File: src/rtl/rps_match_judge_pkg.sv
// -----------------------------------------------------------------------------
// rps_match_judge_pkg
//   Shared types for the rock/paper/scissors round judge: move encoding,
//   result codes, FSM states and the "who beats whom" rule.
// -----------------------------------------------------------------------------
package rps_match_judge_pkg;

    typedef enum logic [1:0] {
        MOVE_NONE     = 2'b00,
        MOVE_ROCK     = 2'b01,
        MOVE_PAPER    = 2'b10,
        MOVE_SCISSORS = 2'b11
    } move_e;

    typedef enum logic [1:0] {
        RES_IDLE = 2'b00,
        RES_DRAW = 2'b01,
        RES_P1   = 2'b10,
        RES_P2   = 2'b11
    } result_e;

    typedef enum logic [1:0] {
        S_IDLE   = 2'b00,
        S_WAIT   = 2'b01,
        S_JUDGE  = 2'b10,
        S_REPORT = 2'b11
    } state_e;

    // True when move a defeats move b (both must be real moves).
    function automatic logic beats(input move_e a, input move_e b);
        return (a == MOVE_ROCK     && b == MOVE_SCISSORS) ||
               (a == MOVE_SCISSORS && b == MOVE_PAPER)    ||
               (a == MOVE_PAPER    && b == MOVE_ROCK);
    endfunction

endpackage

File: src/rtl/rps_match_judge_if.sv
// -----------------------------------------------------------------------------
// rps_match_judge_if
//   Player-side handshake bundle: one move/valid/ready channel per player.
//   master : the players (drive move + valid, observe ready)
//   slave  : the judge   (observe move + valid, drive ready)
// -----------------------------------------------------------------------------
interface rps_match_judge_if;

    logic [1:0] p1_move;
    logic       p1_valid;
    logic       p1_ready;
    logic [1:0] p2_move;
    logic       p2_valid;
    logic       p2_ready;

    modport master (
        output p1_move, p1_valid, p2_move, p2_valid,
        input  p1_ready, p2_ready
    );

    modport slave (
        input  p1_move, p1_valid, p2_move, p2_valid,
        output p1_ready, p2_ready
    );

endinterface

File: src/rtl/rps_match_judge_compare.sv
// -----------------------------------------------------------------------------
// rps_match_judge_compare
//   Purely combinational round decision.
//   m1_i, m2_i           : moves held in the player slots
//   forfeit1_i/forfeit2_i: player never submitted a move before timeout
//   result_o             : draw / P1 wins / P2 wins
// -----------------------------------------------------------------------------
module rps_match_judge_compare
    import rps_match_judge_pkg::*;
(
    input  move_e   m1_i,
    input  move_e   m2_i,
    input  logic    forfeit1_i,
    input  logic    forfeit2_i,
    output result_e result_o
);

    always_comb begin
        if (forfeit1_i && forfeit2_i) begin
            // Unreachable: a round only starts once someone has moved.
            result_o = RES_DRAW;
        end else if (forfeit1_i) begin
            result_o = RES_P2;
        end else if (forfeit2_i) begin
            result_o = RES_P1;
        end else if (m1_i == m2_i) begin
            result_o = RES_DRAW;
        end else if (beats(m1_i, m2_i)) begin
            result_o = RES_P1;
        end else begin
            result_o = RES_P2;
        end
    end

endmodule

File: src/rtl/rps_match_judge.sv
// -----------------------------------------------------------------------------
// rps_match_judge
//   Collects one move per player, waits up to TIMEOUT_CYCLES for a missing
//   player, then emits a single-cycle registered result code.
//   clk, reset   : rising-edge clock, synchronous active-high reset
//   players      : per-player move/valid/ready handshake (slave side)
//   game_over    : downstream hold-off; blocks new moves while high
//   matchresult  : 00 idle, 01 draw, 10 P1 wins, 11 P2 wins (1-cycle pulse)
//   last_p1/p2   : moves of the last judged round (00 = forfeit)
//   busy         : high while a round is in progress
// -----------------------------------------------------------------------------
module rps_match_judge
    import rps_match_judge_pkg::*;
#(
    parameter int TIMEOUT_CYCLES = 50_000_000,
    parameter int TIMER_W        = 26
) (
    input  logic                 clk,
    input  logic                 reset,
    rps_match_judge_if.slave     players,
    input  logic                 game_over,
    output logic [1:0]           matchresult,
    output logic [1:0]           last_p1,
    output logic [1:0]           last_p2,
    output logic                 busy
);

    state_e               state_q, state_d;
    move_e                slot1_q, slot1_d;
    move_e                slot2_q, slot2_d;
    logic [TIMER_W-1:0]   timer_q, timer_d;
    result_e              result_q, result_d;
    move_e                last1_q, last1_d;
    move_e                last2_q, last2_d;
    logic                 busy_q, busy_d;

    logic                 ready1, ready2;
    logic                 acc1, acc2;
    logic                 timeout_hit;
    result_e              cmp_result;

    // An empty slot holds MOVE_NONE, so the slot itself doubles as the
    // full flag and as the forfeit marker at judge time.
    always_comb begin
        ready1      = (state_q == S_IDLE || state_q == S_WAIT) &&
                      (slot1_q == MOVE_NONE) && !game_over;
        ready2      = (state_q == S_IDLE || state_q == S_WAIT) &&
                      (slot2_q == MOVE_NONE) && !game_over;
        acc1        = players.p1_valid && ready1 && (players.p1_move != 2'b00);
        acc2        = players.p2_valid && ready2 && (players.p2_move != 2'b00);
        timeout_hit = (timer_q == TIMER_W'(TIMEOUT_CYCLES - 1));
    end

    assign players.p1_ready = ready1;
    assign players.p2_ready = ready2;

    rps_match_judge_compare u_compare (
        .m1_i       (slot1_q),
        .m2_i       (slot2_q),
        .forfeit1_i (slot1_q == MOVE_NONE),
        .forfeit2_i (slot2_q == MOVE_NONE),
        .result_o   (cmp_result)
    );

    // NOTE: every variable gets a default before the case so no path leaves
    // it unassigned; otherwise synthesis infers a latch to hold the old value.
    always_comb begin
        state_d  = state_q;
        slot1_d  = slot1_q;
        slot2_d  = slot2_q;
        timer_d  = timer_q;
        result_d = result_q;
        last1_d  = last1_q;
        last2_d  = last2_q;

        if (acc1) slot1_d = move_e'(players.p1_move);
        if (acc2) slot2_d = move_e'(players.p2_move);

        case (state_q)
            S_IDLE: begin
                if (acc1 && acc2) begin
                    state_d = S_JUDGE;
                end else if (acc1 || acc2) begin
                    state_d = S_WAIT;
                    timer_d = '0;
                end
            end
            S_WAIT: begin
                // Only the empty slot can accept here, and an accept on the
                // timeout edge takes priority over the forfeit.
                if (acc1 || acc2 || timeout_hit) begin
                    state_d = S_JUDGE;
                end else begin
                    timer_d = timer_q + TIMER_W'(1);
                end
            end
            S_JUDGE: begin
                result_d = cmp_result;
                last1_d  = slot1_q;
                last2_d  = slot2_q;
                state_d  = S_REPORT;
            end
            S_REPORT: begin
                result_d = RES_IDLE;
                slot1_d  = MOVE_NONE;
                slot2_d  = MOVE_NONE;
                state_d  = S_IDLE;
            end
            default: state_d = S_IDLE;
        endcase

        busy_d = (state_d != S_IDLE);
    end

    // NOTE: state registers use non-blocking assignments so every flop samples
    // the pre-edge values, independent of statement order.
    always_ff @(posedge clk) begin
        if (reset) begin
            state_q  <= S_IDLE;
            slot1_q  <= MOVE_NONE;
            slot2_q  <= MOVE_NONE;
            timer_q  <= '0;
            result_q <= RES_IDLE;
            last1_q  <= MOVE_NONE;
            last2_q  <= MOVE_NONE;
            busy_q   <= 1'b0;
        end else begin
            state_q  <= state_d;
            slot1_q  <= slot1_d;
            slot2_q  <= slot2_d;
            timer_q  <= timer_d;
            result_q <= result_d;
            last1_q  <= last1_d;
            last2_q  <= last2_d;
            busy_q   <= busy_d;
        end
    end

    // Outputs come straight from flops: downstream gates clocks off them.
    assign matchresult = result_q;
    assign last_p1     = last1_q;
    assign last_p2     = last2_q;
    assign busy        = busy_q;

endmodule

File: src/flat_wrapper.sv
// flat-port wrapper written by rule: the top's interface ports become plain ports
module rps_match_judge_flat import rps_match_judge_pkg::*;
#(
    parameter int TIMEOUT_CYCLES = 50_000_000,
    parameter int TIMER_W        = 26
)
  (clk, reset, game_over, matchresult, last_p1, last_p2, busy, players_p1_move, players_p1_valid, players_p2_move, players_p2_valid, players_p1_ready, players_p2_ready);
  rps_match_judge_if players_i ();
  input  logic clk;
  input  logic reset;
  input  logic game_over;
  output logic [1:0] matchresult;
  output logic [1:0] last_p1;
  output logic [1:0] last_p2;
  output logic busy;
  input wire logic [$bits(players_i.p1_move)-1:0] players_p1_move;
  input wire logic [$bits(players_i.p1_valid)-1:0] players_p1_valid;
  input wire logic [$bits(players_i.p2_move)-1:0] players_p2_move;
  input wire logic [$bits(players_i.p2_valid)-1:0] players_p2_valid;
  output wire logic [$bits(players_i.p1_ready)-1:0] players_p1_ready;
  output wire logic [$bits(players_i.p2_ready)-1:0] players_p2_ready;
  assign players_i.p1_move = players_p1_move;
  assign players_i.p1_valid = players_p1_valid;
  assign players_i.p2_move = players_p2_move;
  assign players_i.p2_valid = players_p2_valid;
  assign players_p1_ready = players_i.p1_ready;
  assign players_p2_ready = players_i.p2_ready;
  rps_match_judge #(.TIMEOUT_CYCLES(TIMEOUT_CYCLES), .TIMER_W(TIMER_W)) u_core (.clk(clk), .reset(reset), .players(players_i), .game_over(game_over), .matchresult(matchresult), .last_p1(last_p1), .last_p2(last_p2), .busy(busy));
endmodule
File: config.mk
export PLATFORM = sky130hd
export DESIGN_NAME = rps_match_judge_flat
export DESIGN_NICKNAME = d
export VERILOG_FILES = /design/src/rtl/rps_match_judge_pkg.sv /design/src/rtl/rps_match_judge_if.sv /design/src/rtl/rps_match_judge_compare.sv /design/src/rtl/rps_match_judge.sv /design/src/flat_wrapper.sv
export SDC_FILE = /design/constraint.sdc
export NUM_CORES = 1
export LEC_CHECK = 0
export CAP_MARGIN = 0
export CORE_MARGIN = 2
export CORE_UTILIZATION = 56
export DETAILED_ROUTE_END_ITERATION = 6
export GPL_TIMING_DRIVEN = 0
export HOLD_SLACK_MARGIN = 0.03
export PLACE_DENSITY = 0.78
export SYNTH_ARGS = -nofsm -noshare
export SYNTH_HDL_FRONTEND = slang
export SYNTH_SLANG_ARGS = --single-unit
File: constraint.sdc
create_clock -name clk -period 3.15 [get_ports clk]
set_input_delay 0.63 -clock clk [delete_from_list [all_inputs] [get_ports clk]]
set_output_delay 0.63 -clock clk [all_outputs]
set_load 0.005 [all_outputs]
Word level (Yosys, flattened, before mapping)
Cells that the tools add are included.

word-level totals
  logic and storage cells = 66
  output and inout bits = 9
  register bits = 39

operators by class
  equality and inequality tests = 14
  reduce and logical (&&, ||, !) cells = 29
  add/sub/neg operators = 1
  mux-type cells = 14

operators with widths
  cell                                                 number
  two-way mux 26 bit                                   3
  one-hot mux 26 bit (2 select lines)                  1
  adder 26 x 1 -> 26 bit, second input constant        1
  equality test 26 bit, second input constant          1
  two-way mux 2 bit                                    7
  logical AND 1 bit                                    13
  equality test 2 bit, second input constant           6
  nonzero test 2 bit                                   5
  one-hot mux 2 bit (4 select lines)                   1
  equality test 2 x 1 -> 1 bit, second input constant  3
  logical NOT 2 bit                                    3
  inequality test 2 bit, second input constant         3
  logical OR 1 bit                                     5
  one-hot mux 2 bit (2 select lines)                   1
  AND reduction 4 bit                                  1
  equality test 2 bit                                  1
  OR reduction 2 bit                                   1
  logical NOT 1 bit                                    1
  two-way mux 1 bit                                    1

Logic depth before layout (Yosys ltp)
  word-level depth = 11
  mapped depth = 8
  depth with buffers taken out = 7

Hierarchy
Synthesis repeated with hierarchy kept, for this count alone.

unflattened totals
  cells, all modules = 226
  area total of the unflattened synthesis = 1943.1 um^2

modules (own cells, without submodules)
  module                   times used  cells each  area an instance (um^2)
  rps_match_judge          1           217         1883.1
  rps_match_judge_compare  1           9           60.1

Worst setup path after synthesis
OpenSTA, ideal clock, no wires.

  path type = input to register
  start = input port game_over
  end = register u_core.timer_q[11]
  setup slack = 0.686 ns
  buffers on the path = 1
  setup time = 0.059 ns
  data arrival time = 2.405 ns
  stages on the path = 7
  path through = or4_1 > o211ai_2 > a21oi_4 > or2_0 > buf_2 > or4_1 > nand2_1

on the way
  longest elaborated chain between the ends = 8
  elaborated cells between the ends (all ways) = 14
  those cells by class = 3 x eq/ne; 11 x reduce/logical

RTL lines
  element                                                    line                                          source
  from (decl)                                                flat_wrapper.sv:11                            input logic game_over;
  logical NOT 1 bit (*)                                      rps_match_judge.sv:46, rps_match_judge.sv:48
  logical AND 1 bit, on equally long branches                rps_match_judge.sv:46, rps_match_judge.sv:48
  logical AND 1 bit, on equally long branches (2 in series)  rps_match_judge.sv:49, rps_match_judge.sv:50
  logical OR 1 bit                                           rps_match_judge.sv:83, rps_match_judge.sv:91
  logical OR 1 bit                                           rps_match_judge.sv:91                         if (acc1 || acc2 || timeout_hit) begin
  inequality test 2 bit (no source line)                     -
  AND reduction 4 bit (no source line) (*)                   -
  to (signal assigned)                                       rps_match_judge.sv:131                        timer_q <= timer_d;
  to (decl)                                                  rps_match_judge.sv:31                         logic [TIMER_W-1:0] timer_q, timer_d;

Mark *: on every way between the ends. The rest lies on a longest branch, timed or not.
A chain may end at the register's enable or synchronous reset.

Final worst setup path
  start = input port game_over
  end = output port players_p1_ready

on the way
  longest elaborated chain between the ends = 2

RTL lines
  element            line                   source
  logical NOT 1 bit  rps_match_judge.sv:46  (slot1_q == MOVE_NONE) && !game_over;
  logical AND 1 bit  rps_match_judge.sv:46
  to (decl)          flat_wrapper.sv:20     output wire logic [$bits(players_i.p1_ready)-1:0] players_p1_ready;

Every way passes these cells.

==> summary.txt <==
Clock network
  – CTS tree: done
  – Cts repair resizes: 0
  – CTS Root Cell: clkbuf_4
  – Longest Clk Path Bufs: 2
  – Worst skew pair latency: between 0.3 and 0.4 ns
  – Clk slew on worst S/H paths: about 0.10 ns
  – Maximum level of the CTS H-tree: 2
  – Hold_buf cts: 0
  – Post-CTS Setup Bufs: 0
  – # clock sinks: 39
  – Total CTS buffers: 5

Synthesis
  – Synth Net Count: 235
  – Ys async rst share: 0
  – Yosys top cell area share: 0.404
  – Top area cells in the synthesized netlist: dfxtp_1 (40%), a21oi_1 (5.2%), nor2_1 (5.0%), o211ai_2 (4.5%), nand2_1 (4.1%)
  – Synth cell count leaders: dfxtp_1 (39), nor2_1 (26), nand2_1 (21), a21oi_1 (20), xor2_1 (9)
  – Top cell type by total area after synthesis: dfxtp_1
  – Unique masters post-synth: 43
  – Register area share after synthesis: 0.404
  – Synth Instances: between 200 and 250
  – Syn avg cell area: 8.59 um2
  – Post-Syn Area: 1930 um2
  – EDFF count, synth: 0
  – Count of state elements after synthesis: 39
  – Count leader, synth: dfxtp_1
  – Ys Warns: 0
  – Synth Flop Type: dfxtp_1

Finish
  – Area grow syn2layout: 14.4%
  – Antenna Cells: 0
  – Fraction of layout cells with a size suffix above 1: 0.0880
  – Fillcell total: 307
  – # nets final: ~260
  – Final Cell Area: 2210 um2
  – Final core utilization: 0.663

Critical path
  – Arrival time at the worst endpoint: 2.20 ns
  – CP Capture Type: primary output
  – Worst r2r path cells: 8
  – Worst R2R Setup Slack: 0.57 ns
  – Crit Path Class: primary input to primary output
  – WP data required: 2.52 ns
  – Worst-path fanout max: 3
  – R2R Path Start: u_core.slot2_q[0]
  – RR Endpoint: u_core.timer_q[3]
  – Critical path launch point type: primary input

Pwr
  – Switching portion of total power: 0.310
  – Pleak: 0.755 nW
  – Power per Cell Area: between 400 and 500 nW/um2
  – Clock Power Share: 0.248
  – Part of the power in registers: 0.537
  – Pint: 0.000681 W
  – Combinational Power Share: 0.215
  – Net Switching: between 0.0003 and 0.0004 W
  – Maximum vdd drop: 0.270 mV

Placed design
  – DP Area: 2160 um2
  – Port bufs: 17
  – Post-DP HPWL: a little over 3000 um
  – Dpl ws: -0.0296 ns
  – Routability Congestion: about 0.83

Global route
  – Gr ovfl total: 0
  – All-Layer GR Usage: 0.235
  – First-pass GRT wire length: 7320 um
  – Vias in the first global route: 1577
  – Initial antenna violation count: 0
  – Largest net degree at the start of global routing: 12

Die
  – Die footprint: a little under 4000 um2
  – Core ar.: roughly 3300 um2
  – DIE HEIGHT: 62.8 um
  – IO Pins: 18
  – FP Rows: 21
  – Die width: 62.8 um
  – Starting Density: 0.579

Timing
  – Fin Clk Skew: 0.00829 ns
  – Final hold violations: 0
  – Max-slew violation count: 0
  – Unrepaired setup endpoints after global routing: no
  – Achievable Freq: 0.353 GHz
  – Final worst slack: approximately 0.32 ns
  – Endpoints failing setup: 0
  – Min cycle time layout: 2.83 ns
  – Final Cycle Share: 0.899
  – Worst Tran Pin Value: 0.571 ns
  – Slew HR: 0.618

Route
  – Wire per inst: ~14 um
  – DRT Pass-1 Iters: 4
  – Via Count: 1718
  – DRT Wirelength: 4150 um
  – DRT antenna net count: 0
  – 1st-iter DRT viols: 79
  – Vias per inst: 5.80
  – Drt drc: 0

Worst hold path
  – Worst Hold Depth: 2
  – Hold wc startpoint: u_core.last_p2[0]
  – Worst Hold Path EP: u_core.last_p2[0]
  – HP Class: flip-flop to flip-flop

Job
  – Maxcap violations: 0

Status
  – Run status: finished, final reports clean
critical path, stage by stage:
cell and delay, ns:
clkdlybuf4s50_1 0.42, or4_1 0.54, clkinv_1 0.11, clkdlybuf4s50_1 0.51
power by group through the flow:
stage,clock network (W),registers [W],logic (W)
after detailed placement,0,0.000541,0.000211
after floorplan,0,0.000538,0.000139
after global placement,0,0.000541,0.000209
final,0.000245,0.000530,0.000212
after global routing,0.000278,0.000533,0.000232
after CTS,0.000253,0.000530,0.000212
kinds of logic after synthesis:
kind of cell | count (synthesis) | share of synthesized area
adder cells (fa/ha/maj) | 1 | 0.00647
flip-flops | 39 | 0.404
AO/OA/AOI/OAI | 60 | 0.227
XOR/XNOR | 16 | 0.0725
multiplexers | 1 | 0.00518
AND/OR/NAND/NOR | 94 | 0.252
buffers and inverters | 14 | 0.0330
layout by cell type (no fill, tap or decap), types with 2 or more instances in the layout:
cell,instances
a211oi_1,2
a21oi_1,20
and2_1,7
and3_1,3
and4_1,2
buf_2,3
clkbuf_1,5
clkbuf_4,5
clkdlybuf4s50_1,17
clkinv_1,2
dfxtp_1,39
inv_1,4
nand2_1,21
nand3_1,6
nand4_1,5
nor2_1,26
nor2b_1,2
nor3_1,2
o2111ai_1,5
o211ai_1,3
o211ai_2,7
o21a_1,4
o21ai_0,8
o21ai_1,2
o21ai_2,2
o31ai_1,2
or3_1,5
or4_1,8
or4b_1,2
xnor2_1,7
xor2_1,9
layout make-up:
class | count | area, um2 | area share
Buffer | 8 | 41.3 | 0.0187
Inverter | 6 | 22.5 | 0.0102
Multi-Input combinational cell | 172 | 1090 | 0.492
Timing Repair Buffer | 17 | 170 | 0.0770
Sequential cell | 39 | 781 | 0.353
Clock inverter | 1 | 5.00 | 0.00226
Clock buffer | 7 | 45.0 | 0.0204
Tap cell | 46 | 57.6 | 0.0260
flip-flops by register name, summed over array words and instances (netlist names):
register / count
u_core.slot2_q: 2
u_core.matchresult: 2
u_core.busy: 1
u_core.slot1_q: 2
u_core.state_q: 2
u_core.last_p1: 2
u_core.last_p2: 2
u_core.timer_q: 26
worst max path at each step:
stage	depth (start not counted)	slack [ns]	end	start
finish	4	0.32	players_p1_ready	game_over
global route	9	0.16	u_core.timer_q[3]	game_over
CTS	4	0.31	players_p1_ready	game_over
detailed placement	9	-0.03	u_core.timer_q[3]	game_over
global placement	9	-0.006	u_core.timer_q[3]	game_over
floorplan	7	0.69	u_core.timer_q[11]	game_over
metrics by stage:
stage | power, W | hold WS [ns] | std cells | setup TNS, ns
5_1_grt | 0.00104 | 0.491 | 296 | 0
3_3_place_gp | 0.000750 | 0.445 | 288 | -0.0133
3_5_place_dp | 0.000752 | 0.455 | 288 | -0.133
6_report | 0.000987 | 0.466 | 296 | 0
4_1_cts | 0.000994 | 0.471 | 296 | 0
2_1_floorplan | 0.000676 | 0.447 | 225 | 0
layer usage:
layer / part of all wire / routed length (um) / up-vias / global-route usage
met5: 0 / 0 / - / 0
met4: 0.016 / 68 / 0 / 0.0833
met3: 0.046 / 191 / 6 / 0.0667
met2: 0.43 / 1800 / 36 / 0.352
met1: 0.50 / 2090 / 806 / 0.325
li1: - / - / 870 / -
Power figures use the tool's default switching activity.
